--- config.mk ---
export PLATFORM = sky130hd
export DESIGN_NAME = adc_sample_scheduler_flat
export DESIGN_NICKNAME = d
export VERILOG_FILES = /design/src/rtl/adc_sample_scheduler_pkg.sv /design/src/rtl/adc_sample_scheduler_if.sv /design/src/rtl/adc_sample_scheduler_avg_bank.sv /design/src/rtl/adc_sample_scheduler.sv /design/src/flat_wrapper.sv
export SDC_FILE = /design/constraint.sdc
export NUM_CORES = 1
export LEC_CHECK = 0
export ABC_AREA = 1
export CORE_ASPECT_RATIO = 1.1
export CORE_MARGIN = 5
export CORE_UTILIZATION = 45
export DETAILED_ROUTE_END_ITERATION = 16
export PLACE_DENSITY_LB_ADDON = 0.3
export SLEW_MARGIN = 40
export SYNTH_ARGS = -nofsm -noshare
export SYNTH_HDL_FRONTEND = slang
export SYNTH_SLANG_ARGS = --single-unit
--- constraint.sdc ---
create_clock -name clk -period 5.6 [get_ports clk]
set_input_delay 0.56 -clock clk [delete_from_list [all_inputs] [get_ports clk]]
set_output_delay 0.56 -clock clk [all_outputs]
set_load 0.01 [all_outputs]
--- src/rtl/adc_sample_scheduler_pkg.sv ---
// Shared types and constants for the ADC sample scheduler.
// Package name: adc_sched_pkg. Imported by the interface, the averaging bank and the top.
package adc_sched_pkg;

  localparam int ADC_W = 12;

  typedef enum logic [2:0] {
    IDLE   = 3'd0,
    SETTLE = 3'd1,
    START  = 3'd2,
    WAIT   = 3'd3,
    ACCUM  = 3'd4,
    NEXT   = 3'd5
  } state_t;

  // Running sum of SAMPLES 12-bit values never exceeds this width.
  function automatic int sum_width(input int samples);
    return ADC_W + $clog2(samples);
  endfunction

endpackage

--- src/rtl/adc_sample_scheduler_if.sv ---
// ADC-side bus of the sample scheduler.
//
// Handshake: the scheduler (master) drives adc_ch and holds it stable, then
// pulses adc_start for exactly one cycle. The converter (slave) answers with a
// one-cycle adc_done pulse; adc_data is valid only in that cycle. There is no
// back-pressure: a done pulse outside the scheduler's WAIT state is dropped.
interface adc_sample_scheduler_if #(
  parameter int CHANNELS = 4
);
  import adc_sched_pkg::*;

  logic [$clog2(CHANNELS)-1:0] adc_ch;
  logic                        adc_start;
  logic                        adc_done;
  logic [ADC_W-1:0]            adc_data;

  modport master (
    output adc_ch,
    output adc_start,
    input  adc_done,
    input  adc_data
  );

  modport slave (
    input  adc_ch,
    input  adc_start,
    output adc_done,
    output adc_data
  );

endinterface

--- src/rtl/adc_sample_scheduler_avg_bank.sv ---
// Per-channel moving-average bank: history RAM, write pointers, running sums,
// fill counters and the power-of-two divide. One sample is absorbed per wr_en.
module adc_avg_bank
  import adc_sched_pkg::*;
#(
  parameter int CHANNELS = 4,
  parameter int SAMPLES  = 8
) (
  input  logic                        clk,
  input  logic                        rst,
  input  logic                        wr_en,
  input  logic [$clog2(CHANNELS)-1:0] ch,
  input  logic [ADC_W-1:0]            sample,
  output logic [CHANNELS*ADC_W-1:0]   avg,
  output logic [CHANNELS-1:0]         valid
);

  localparam int LG = $clog2(SAMPLES);
  localparam int SW = sum_width(SAMPLES);
  localparam logic [LG:0] FULL = (LG+1)'(SAMPLES);

  logic [ADC_W-1:0] hist [CHANNELS][SAMPLES];
  logic [SW-1:0]    sum  [CHANNELS];
  logic [LG-1:0]    wp   [CHANNELS];
  logic [LG:0]      fill [CHANNELS];
  logic [SW-1:0]    new_sum;

  // Replace the oldest sample of the selected channel in the running sum.
  always_comb begin
    new_sum = sum[ch] - SW'(hist[ch][wp[ch]]) + SW'(sample);
  end

  // Window update; avg is registered straight from new_sum so it is visible
  // the cycle after wr_en, together with the updated sum.
  always_ff @(posedge clk) begin
    if (rst) begin
      avg <= '0;
      for (int c = 0; c < CHANNELS; c++) begin
        sum[c]  <= '0;
        wp[c]   <= '0;
        fill[c] <= '0;
        for (int s = 0; s < SAMPLES; s++) begin
          hist[c][s] <= '0;
        end
      end
    end else if (wr_en) begin
      sum[ch]           <= new_sum;
      hist[ch][wp[ch]]  <= sample;
      // SAMPLES is a power of two, so the pointer wraps on natural overflow.
      wp[ch]            <= wp[ch] + 1'b1;
      if (fill[ch] != FULL) begin
        fill[ch] <= fill[ch] + 1'b1;
      end
      avg[ch*ADC_W +: ADC_W] <= new_sum[LG +: ADC_W];
    end
  end

  // A channel is valid once its window has been filled once.
  always_comb begin
    for (int c = 0; c < CHANNELS; c++) begin
      valid[c] = (fill[c] == FULL);
    end
  end

endmodule

--- src/rtl/adc_sample_scheduler.sv ---
// Round-robin scheduler for one shared ADC: settle the mux, pulse start, wait
// for done (with timeout), then feed the per-channel moving-average bank.
// Optional spike rejection: define ADC_SAMPLE_SCHEDULER_SPIKE_REJECT_EN.
module adc_sample_scheduler
  import adc_sched_pkg::*;
#(
  parameter int CHANNELS       = 4,
  parameter int SAMPLES        = 8,
  parameter int SETTLE_CYCLES  = 16,
  parameter int TIMEOUT_CYCLES = 1024
`ifdef ADC_SAMPLE_SCHEDULER_SPIKE_REJECT_EN
  , parameter logic [ADC_W-1:0] SPIKE_LIMIT = 12'd200
`endif
) (
  input  logic                        clk,
  input  logic                        rst,
  input  logic                        enable,
  adc_sample_scheduler_if.master      adc,
  output logic [CHANNELS*ADC_W-1:0]   filt_data,
  output logic [CHANNELS-1:0]         filt_valid,
  output logic                        upd_strobe,
  output logic [$clog2(CHANNELS)-1:0] upd_ch,
  output logic [CHANNELS-1:0]         timeout_err,
  input  logic                        clr_err,
`ifdef ADC_SAMPLE_SCHEDULER_SPIKE_REJECT_EN
  output logic [15:0]                 reject_cnt,
`endif
  output state_t                      state_dbg
);

  localparam int CW  = $clog2(CHANNELS);
  localparam int SCW = $clog2(SETTLE_CYCLES + 1);
  localparam int TCW = $clog2(TIMEOUT_CYCLES + 1);

  state_t           state;
  logic [SCW-1:0]   settle_cnt;
  logic [TCW-1:0]   tmo_cnt;
  logic [ADC_W-1:0] sample_q;
  logic [CW-1:0]    ch_q;
  logic             start_q;

  assign adc.adc_ch    = ch_q;
  assign adc.adc_start = start_q;
  assign state_dbg     = state;

`ifdef ADC_SAMPLE_SCHEDULER_SPIKE_REJECT_EN
  logic [ADC_W-1:0] cur_avg;
  logic [ADC_W-1:0] abs_diff;
  logic             spike;
  logic [1:0]       reject_run [CHANNELS];

  // A sample is a spike only against a filled window, and only for the first
  // two in a row; the third consecutive outlier is treated as a real step.
  always_comb begin
    cur_avg  = filt_data[ch_q*ADC_W +: ADC_W];
    abs_diff = (adc.adc_data > cur_avg) ? (adc.adc_data - cur_avg) : (cur_avg - adc.adc_data);
    spike    = filt_valid[ch_q] && (abs_diff > SPIKE_LIMIT) && (reject_run[ch_q] != 2'd2);
  end
`endif

  // Sequencing FSM with registered start/update strobes and sticky error flags.
  always_ff @(posedge clk) begin
    if (rst) begin
      state       <= IDLE;
      settle_cnt  <= '0;
      tmo_cnt     <= '0;
      sample_q    <= '0;
      ch_q        <= '0;
      start_q     <= 1'b0;
      upd_strobe  <= 1'b0;
      upd_ch      <= '0;
      timeout_err <= '0;
`ifdef ADC_SAMPLE_SCHEDULER_SPIKE_REJECT_EN
      reject_cnt  <= '0;
      for (int c = 0; c < CHANNELS; c++) begin
        reject_run[c] <= '0;
      end
`endif
    end else begin
      // Clear first so a timeout set later in this cycle wins.
      if (clr_err) begin
        timeout_err <= '0;
      end
      case (state)
        IDLE: begin
          if (enable) begin
            settle_cnt <= '0;
            state      <= SETTLE;
          end
        end
        SETTLE: begin
          if (settle_cnt == SCW'(SETTLE_CYCLES - 1)) begin
            start_q <= 1'b1;
            state   <= START;
          end else begin
            settle_cnt <= settle_cnt + 1'b1;
          end
        end
        START: begin
          start_q <= 1'b0;
          tmo_cnt <= '0;
          state   <= WAIT;
        end
        WAIT: begin
          if (adc.adc_done) begin
`ifdef ADC_SAMPLE_SCHEDULER_SPIKE_REJECT_EN
            if (spike) begin
              reject_run[ch_q] <= reject_run[ch_q] + 1'b1;
              if (reject_cnt != 16'hFFFF) begin
                reject_cnt <= reject_cnt + 1'b1;
              end
              state <= NEXT;
            end else begin
              reject_run[ch_q] <= '0;
              sample_q         <= adc.adc_data;
              state            <= ACCUM;
            end
`else
            sample_q <= adc.adc_data;
            state    <= ACCUM;
`endif
          end else if (tmo_cnt == TCW'(TIMEOUT_CYCLES - 1)) begin
            timeout_err[ch_q] <= 1'b1;
            state             <= NEXT;
          end else begin
            tmo_cnt <= tmo_cnt + 1'b1;
          end
        end
        ACCUM: begin
          upd_strobe <= 1'b1;
          upd_ch     <= ch_q;
          state      <= NEXT;
        end
        NEXT: begin
          upd_strobe <= 1'b0;
          settle_cnt <= '0;
          ch_q       <= (ch_q == CW'(CHANNELS - 1)) ? '0 : ch_q + 1'b1;
          state      <= enable ? SETTLE : IDLE;
        end
        default: state <= IDLE;
      endcase
    end
  end

  adc_avg_bank #(
    .CHANNELS (CHANNELS),
    .SAMPLES  (SAMPLES)
  ) u_avg_bank (
    .clk    (clk),
    .rst    (rst),
    .wr_en  (state == ACCUM),
    .ch     (ch_q),
    .sample (sample_q),
    .avg    (filt_data),
    .valid  (filt_valid)
  );

endmodule

--- src/flat_wrapper.sv ---
// flat-port wrapper written by rule: the top's interface ports become plain ports
module adc_sample_scheduler_flat import adc_sched_pkg::*;
#(
  parameter int CHANNELS       = 4,
  parameter int SAMPLES        = 8,
  parameter int SETTLE_CYCLES  = 16,
  parameter int TIMEOUT_CYCLES = 1024

)
  (clk, rst, enable, filt_data, filt_valid, upd_strobe, upd_ch, timeout_err, clr_err, state_dbg, adc_adc_ch, adc_adc_start, adc_adc_done, adc_adc_data);
  adc_sample_scheduler_if #(.CHANNELS(CHANNELS)) adc_i ();
  input  logic clk;
  input  logic rst;
  input  logic enable;
  output logic [CHANNELS*ADC_W-1:0] filt_data;
  output logic [CHANNELS-1:0] filt_valid;
  output logic upd_strobe;
  output logic [$clog2(CHANNELS)-1:0] upd_ch;
  output logic [CHANNELS-1:0] timeout_err;
  input  logic clr_err;
  output state_t state_dbg;
  output wire logic [$bits(adc_i.adc_ch)-1:0] adc_adc_ch;
  output wire logic [$bits(adc_i.adc_start)-1:0] adc_adc_start;
  input wire logic [$bits(adc_i.adc_done)-1:0] adc_adc_done;
  input wire logic [$bits(adc_i.adc_data)-1:0] adc_adc_data;
  assign adc_adc_ch = adc_i.adc_ch;
  assign adc_adc_start = adc_i.adc_start;
  assign adc_i.adc_done = adc_adc_done;
  assign adc_i.adc_data = adc_adc_data;
  adc_sample_scheduler #(.CHANNELS(CHANNELS), .SAMPLES(SAMPLES), .SETTLE_CYCLES(SETTLE_CYCLES), .TIMEOUT_CYCLES(TIMEOUT_CYCLES)) u_core (.clk(clk), .rst(rst), .enable(enable), .adc(adc_i), .filt_data(filt_data), .filt_valid(filt_valid), .upd_strobe(upd_strobe), .upd_ch(upd_ch), .timeout_err(timeout_err), .clr_err(clr_err), .state_dbg(state_dbg));
endmodule
==> flow_metrics.tcl, run 1 <==
set metrics [dict create \
    synth_area_leader_cell "edfxtp_1" \
    rows 92 \
    crit_fanout 62 \
    p_per_area_mw_per_mm2 306 \
    reg2regPathDepth 20 \
    grt_pass1_vias 19900 \
    final_common_cell "nor2_1" \
    synthFlopType "edfxtp_1" \
    p_leak_nw 10.4 \
    grt_usage_pct 23.6 \
    yosysWarnings 0 \
    hpwl_mm 48.6 \
    skew_ns 0.0345 \
    synth_area_sq_mm 0.0260 \
    clk_latency_ns 0.64 \
    tightest_slew_ns 0.861 \
    cts_sinks 563 \
    min-delay-path-class "reg -> reg" \
    drt.antenna.violating_nets 0 \
    viasPerCell 5.77 \
    htree_levels 2 \
    worstSetupEndpointType "flop" \
    drt_wl_total_mm 75.1 \
    hp-start "u_core.adc.adc_start$_SDFFE_PP0P_" \
    antenna_found_initial 1 \
    cp-start-kind "flop" \
    synth-xor-area-share_pct 0.303 \
    finalHoldViolCount 0 \
    critPathRequiredTime_ns 6.13 \
    peakVddDrop_uv 232 \
    rsz0062_at_grt "false" \
    grt_max_degree 119 \
    routabilityCongestion 0.941 \
    synth_top_family_by_area "simple AND/OR/NAND/NOR gates" \
    multiInputGateArea_sq_mm 0.00867 \
    cts_resized 0 \
    dieWidth_microns 239 \
    root_buffer "clkbuf_16" \
    layout-drive-gt1-share_pct 5.86 \
    grt_pass1_wl_mm 116 \
    die-area_sq_mm 0.0627 \
    post-route-min-period_ns 5.12 \
    die_y_microns 262 \
    synth_fp_nets 2774 \
    whs_path_depth 2 \
    max-cap-violations 0 \
    synth_fa_ha_area_share_pct 2.32 \
    status "finished clean" \
    diodes 0 \
    ctsHoldBuffers 0 \
    fmaxAchievable_mhz 195 \
    slew-limit-headroom_pct 42.6 \
    finalSetupViolCount 0 \
    drt_iter0_markers 2284 \
    ys_seq_elements 563 \
    syn_inst 2716 \
    hold_end "u_core.adc.adc_start$_SDFFE_PP0P_" \
    power_mw 8.95 \
    drc 0 \
    avgSynthCellArea_sq_um 9.57 \
    reg2reg_slack_ns 0.48 \
    grt-ovfl-total 0 \
    r2r_end "u_core.u_avg_bank.avg[35]$_SDFFE_PP0P_" \
    cts_tree "done" \
    arrival_ns 5.66 \
    finalCritPeriodShare_pct 91.5 \
    nets 2759 \
    synth_top_area_share_pct 54.5 \
    synth_cell_types 43 \
    num-fill-cells 5165 \
    synthSimpleGateAreaFrac_pct 18.7 \
    instances_no_fill 3501 \
    synth_compound_area_share_pct 11.9 \
    cts_buffers 58 \
    synth_mux_area_share_pct 0 \
    synthArstFlopShare_pct 0 \
    clockBufferDepth 3 \
    num_vias 20200 \
    synth_edf_count 472 \
    port_buffers 81 \
    area_growth_pct 12.4 \
    finalMaxSlewViolations 0 \
    post_cts_buffers 0 \
    firstDrtPassIters 6 \
    clkTransAtPathRegs_ns 0.06 \
    core_sq_mm 0.0573 \
    initial_core_util_pct 45.3 \
    wire_per_inst_microns 21.5 \
    ff_latch_area_sq_mm 0.0160 \
    critPathKind "reg -> reg" \
    tns_ns 0 \
    dp.cells 3392 \
    io_pins 82 \
    synth_area_leaders "edfxtp_1 (55%), nor2_1 (11%), dfxtp_1 (7.0%)" \
    yosysSeqAreaShare_pct 61.5 \
    final_cell_mix "nor2_1 (739), edfxtp_1 (472), nand2_1 (361), o21ai_0 (243), inv_1 (130)" \
]
flip-flops by register name (all words and copies together), names as in the netlist, 3 cells and up, named ones only:
signal	cells
u_core.u_avg_bank.hist	384
u_core.u_avg_bank.sum	60
u_core.u_avg_bank.avg	48
u_core.u_avg_bank.fill	16
u_core.sample_q	12
u_core.u_avg_bank.wp	12
u_core.tmo_cnt	11
u_core.settle_cnt	5
u_core.timeout_err	4
u_core.state_dbg	3
cell families after synthesis:
logic type	after synthesis
buffers and inverters	348
AOI/OAI and AO/OA	523
xor gates and xnor gates	9
DFF	563
and+or+nand+nor	1232
adders and majority gates	41
critical path, cell delays in order, from the launching register on:
cell	delay [ns]
dfxtp_2	0.36
buf_4	0.58
buf_4	0.52
o21ai_0	0.21
o221ai_1	0.30
o211ai_1	0.19
nand4_1	0.26
fa_1	0.46
inv_1	0.07
ha_1	0.30
nand2_1	0.18
inv_1	0.05
a21oi_1	0.24
nor2_1	0.07
nor2_1	0.19
nand2_1	0.10
nand2_1	0.09
nand2_1	0.19
o21ai_0	0.33
nand3_1	0.14
a21oi_1	0.16
power breakdown:
group | leakage, nW | switching [mW] | internal, mW | total (mW)
logic | 3.84 | 0.354 | 0.122 | 0.476
registers | 5.61 | 0.0351 | 4.64 | 4.68
clock network | 0.913 | 1.65 | 2.15 | 3.80
through the flow:
stage | util (%) | worst slack, ns | instance area [sq um] | hold slack, ns
after detailed placement | 47.7 | 0.565 | 27400 | 0.457
after global placement | 47.6 | 0.618 | 27300 | 0.455
after global routing | 51.0 | 0.185 | 29200 | 0.484
after CTS | 50.9 | 0.533 | 29200 | 0.466
after floorplan | - | 1.69 | 26000 | 0.457
final | 51.0 | 0.479 | 29200 | 0.461
routing by layer:
metal | share of wire (%) | track usage, %
met5 | 0.011 | 0
met4 | 4.7 | 10.2
met3 | 7.7 | 4.26
met2 | 50 | 40.7
met1 | 38 | 29.2
cell type report:
type / instances / area share (%)
sequential: 563 / 54.7
multi-input combinational: 1805 / 29.7
clock buffer: 79 / 5.52
timing repair buffer: 124 / 4.10
tap: 752 / 3.22
inverter: 149 / 1.93
clock inverter: 29 / 0.822
synthesized netlist by cell type, types with 6 or more instances:
library cell / instances
clkbuf_1: 141
dfxtp_1: 91
a21oi_1: 98
nand3_1: 62
nor2_1: 739
nand2_1: 364
edfxtp_1: 472
o211ai_1: 51
a32o_1: 8
nor2_2: 10
xor2_1: 6
nand4_1: 24
inv_1: 132
o221ai_1: 48
o22ai_1: 56
nor4_1: 6
fa_1: 12
ha_1: 29
clkinv_1: 13
buf_2: 47
nor3_1: 15
buf_1: 10
o21ai_0: 244
worst max path at each step:
| stage | from | end | depth (start not counted) |
|---|---|---|---|
| 2_1_floorplan | flop | u_core.u_avg_bank.avg[35]$_SDFFE_PP0P_ | 23 |
| 3_5_place_dp | flop | u_core.u_avg_bank.avg[35]$_SDFFE_PP0P_ | 20 |
| 3_3_place_gp | flop | u_core.u_avg_bank.avg[35]$_SDFFE_PP0P_ | 21 |
| 4_1_cts | flop | u_core.u_avg_bank.avg[35]$_SDFFE_PP0P_ | 20 |
| 5_1_grt | flop | u_core.u_avg_bank.avg[35]$_SDFFE_PP0P_ | 20 |
| 6_report | flop | u_core.u_avg_bank.avg[35]$_SDFFE_PP0P_ | 20 |
Power figures use the tool's default switching activity.
==> run 2: changes to the inputs <==
--- a/config.mk
+++ b/config.mk
@@ -9,6 +9,7 @@
 export CORE_ASPECT_RATIO = 1.1
 export CORE_MARGIN = 5
 export CORE_UTILIZATION = 45
+export CTS_CLUSTER_DIAMETER = 40
 export DETAILED_ROUTE_END_ITERATION = 16
 export PLACE_DENSITY_LB_ADDON = 0.3
 export SLEW_MARGIN = 40
==> run 2 against run 1 <==
Against the previous run:
- register-to-register slack worse by 0.05 ns
- clock-buffer cell count grew 15
- via count is 0.77% higher
- sequential cell count unchanged
- global-route usage increased by 0.40 points
- sequential power barely moved
- cell count rose by 1.0%
- critical path depth unchanged
- utilization is 1.2 points higher
==> flow_metrics.tcl, run 2 (synthesis results as in run 1) <==
set metrics [dict create \
    p_int_mw 7.66 \
    drt_iter0_markers 2258 \
    crit_chain "buf_4 > buf_4 > o21ai_0 > o221ai_1 > o211ai_1 > nand4_1 > fa_1 > inv_1 > ha_1 > nand2_1 > inv_1 > a21oi_1 > nor2_1 > nor2_1 > nand2_1 > nand2_1 > nand2_1 > o21ai_0 > nand3_1 > a21oi_1" \
    reg_top3 "u_core.u_avg_bank.hist: 384 flops, u_core.u_avg_bank.sum: 60 flops, u_core.u_avg_bank.avg: 48 flops" \
    critPathKind "reg -> reg" \
    cts_sinks 563 \
    crit_family "compound AO/OA/AOI/OAI gates" \
    skew_ns 0.0292 \
    ctsHoldBuffers 0 \
    finalCritPeriodShare_pct 92.4 \
    grt_use_met2_pct 41.3 \
    p_sw_share_pct 23.3 \
    worst_slack_ns 0.427 \
    drt.antenna.violating_nets 0 \
    finish.utilization_pct 52.2 \
    drc 0 \
    rsz0062_at_grt "false" \
    power_frac_comb_pct 4.8 \
    cp-start-kind "flop" \
    routabilityCongestion 0.941 \
    slew-limit-headroom_pct 41.5 \
    grt-ovfl-total 0 \
    grt-busiest-layer "met2" \
    critPathRequiredTime_ns 6.14 \
    worstSetupEndpointType "flop" \
    post_cts_buffers 0 \
    initial_core_util_pct 45.3 \
    grt_usage_pct 24.0 \
    cp.buffers_inverters 4 \
    tns_ns 0 \
    regMostFlops "u_core.u_avg_bank.hist" \
    use_met1_pct 29.7 \
    clkTransAtPathRegs_ns 0.05 \
    status "finished clean" \
    grt_pass1_vias 20300 \
    die-area_sq_mm 0.0627 \
    area_growth_pct 15.1 \
    finalSetupViolCount 0 \
    post_dp_cell_area_sq_mm 0.0274 \
    fmaxAchievable_mhz 193 \
    switching_power_mw 2.33 \
    largest_reg_flops 384 \
    antenna_found_initial 0 \
    drt_wl_total_mm 76.3 \
    place_ws_ns 0.565 \
    post-route-min-period_ns 5.17 \
    postLayoutCellArea_sq_mm 0.0299 \
    clockBufferDepth 3 \
    min-delay-path-class "reg -> reg" \
    peakVddDrop_uv 249 \
    diodes 0 \
    layout-drive-gt1-share_pct 7.07 \
    cts_tree "done" \
    num_vias 20300 \
    max-cap-violations 0 \
    wire_per_inst_microns 21.6 \
    die_y_microns 262 \
    dieWidth_microns 239 \
    finalHoldViolCount 0 \
    tightest_slew_ns 0.878 \
    crit_fanout 62 \
    rows 92 \
    cp_slowest_cell "buf_4" \
    finalMaxSlewViolations 0 \
    p_leak_nw 10.7 \
    clk_latency_ns 0.63 \
    slowest_delay_ns 0.57 \
    io_pins 82 \
    grt_use_met3_pct 4.05 \
    root_buffer "clkbuf_16" \
    final_cell_mix "nor2_1 (739), edfxtp_1 (472), nand2_1 (361), o21ai_0 (243), inv_1 (130)" \
    arrival_ns 5.72 \
    htree_levels 3 \
    core_sq_mm 0.0573 \
    port_buffers 81 \
    viasPerCell 5.75 \
    clock_power_share_pct 48.4 \
    num-fill-cells 5096 \
    hpwl_mm 48.6 \
    cts_resized 0 \
    cts_buffers 78 \
    whs_ns 0.461 \
    firstDrtPassIters 6 \
    nets 2779 \
    pwr-share-seq_pct 46.9 \
    grt_max_degree 119 \
    crit_top_cell "nand2_1" \
    grt_pass1_wl_mm 118 \
    p_per_area_mw_per_mm2 334 \
    final_common_cell "nor2_1" \
]
[run 2: path summary, 6_finish.rpt]
check	start	to	slack [ns]	depth (start not counted)
setup / recovery	flop	u_core.u_avg_bank.avg[35]$_SDFFE_PP0P_	0.43	20
hold / removal	u_core.adc.adc_start$_SDFFE_PP0P_	u_core.adc.adc_start$_SDFFE_PP0P_	0.46	2
setup reg to reg	flop	u_core.u_avg_bank.avg[35]$_SDFFE_PP0P_	0.43	20
hold reg to reg	u_core.adc.adc_start$_SDFFE_PP0P_	u_core.adc.adc_start$_SDFFE_PP0P_	0.46	2
[run 2: metal layers]
layer | share of wire (%) | vias up | wire [microns]
met3 | 7.6 | 181 | 5820
met5 | 0 | - | 0
li1 | - | 9341 | -
met2 | 50 | 936 | 37900
met4 | 4.5 | 0 | 3420
met1 | 38 | 9883 | 29100
[run 2: worst register-to-register path: stages (launching register included)]
cell	delay [ns]
dfxtp_2	0.36
buf_4	0.57
buf_4	0.60
o21ai_0	0.23
o221ai_1	0.29
o211ai_1	0.18
nand4_1	0.26
fa_1	0.46
inv_1	0.07
ha_1	0.31
nand2_1	0.18
inv_1	0.05
a21oi_1	0.24
nor2_1	0.07
nor2_1	0.19
nand2_1	0.10
nand2_1	0.09
nand2_1	0.20
o21ai_0	0.35
nand3_1	0.15
a21oi_1	0.16
[run 2: layout make-up]
cell class | count | area, sq um | area share (%)
clock inverter | 50 | 500 | 1.67
tap | 752 | 941 | 3.14
sequential | 563 | 16000 | 53.5
multi-input combinational | 1805 | 8670 | 29.0
timing repair buffer | 124 | 1200 | 4.00
inverter | 149 | 566 | 1.89
clock buffer | 94 | 2050 | 6.86
[run 2: stage by stage]
stage	total power [mW]	cells
2_1_floorplan	5.05	2716
3_3_place_gp	5.23	3390
3_5_place_dp	5.24	3392
4_1_cts	10.0	3536
5_1_grt	10.3	3537
6_report	9.99	3537
[run 2: power groups by stage]
stage | sequential (mW) | clock (mW) | combinational (mW)
final | 4.68 | 4.83 | 0.478
after global placement | 4.76 | 0 | 0.468
after detailed placement | 4.77 | 0 | 0.473
after CTS | 4.68 | 4.87 | 0.475
after global routing | 4.69 | 5.06 | 0.523
after floorplan | 4.75 | 0 | 0.301
==> run 3: changes to the inputs <==
--- a/config.mk
+++ b/config.mk
@@ -16,3 +16,4 @@
 export SYNTH_ARGS = -nofsm -noshare
 export SYNTH_HDL_FRONTEND = slang
 export SYNTH_SLANG_ARGS = --single-unit
+export TNS_END_PERCENT = 20
==> results of run 3 <==
No change in the layout: final DEF, timing and power equal those of run 2.
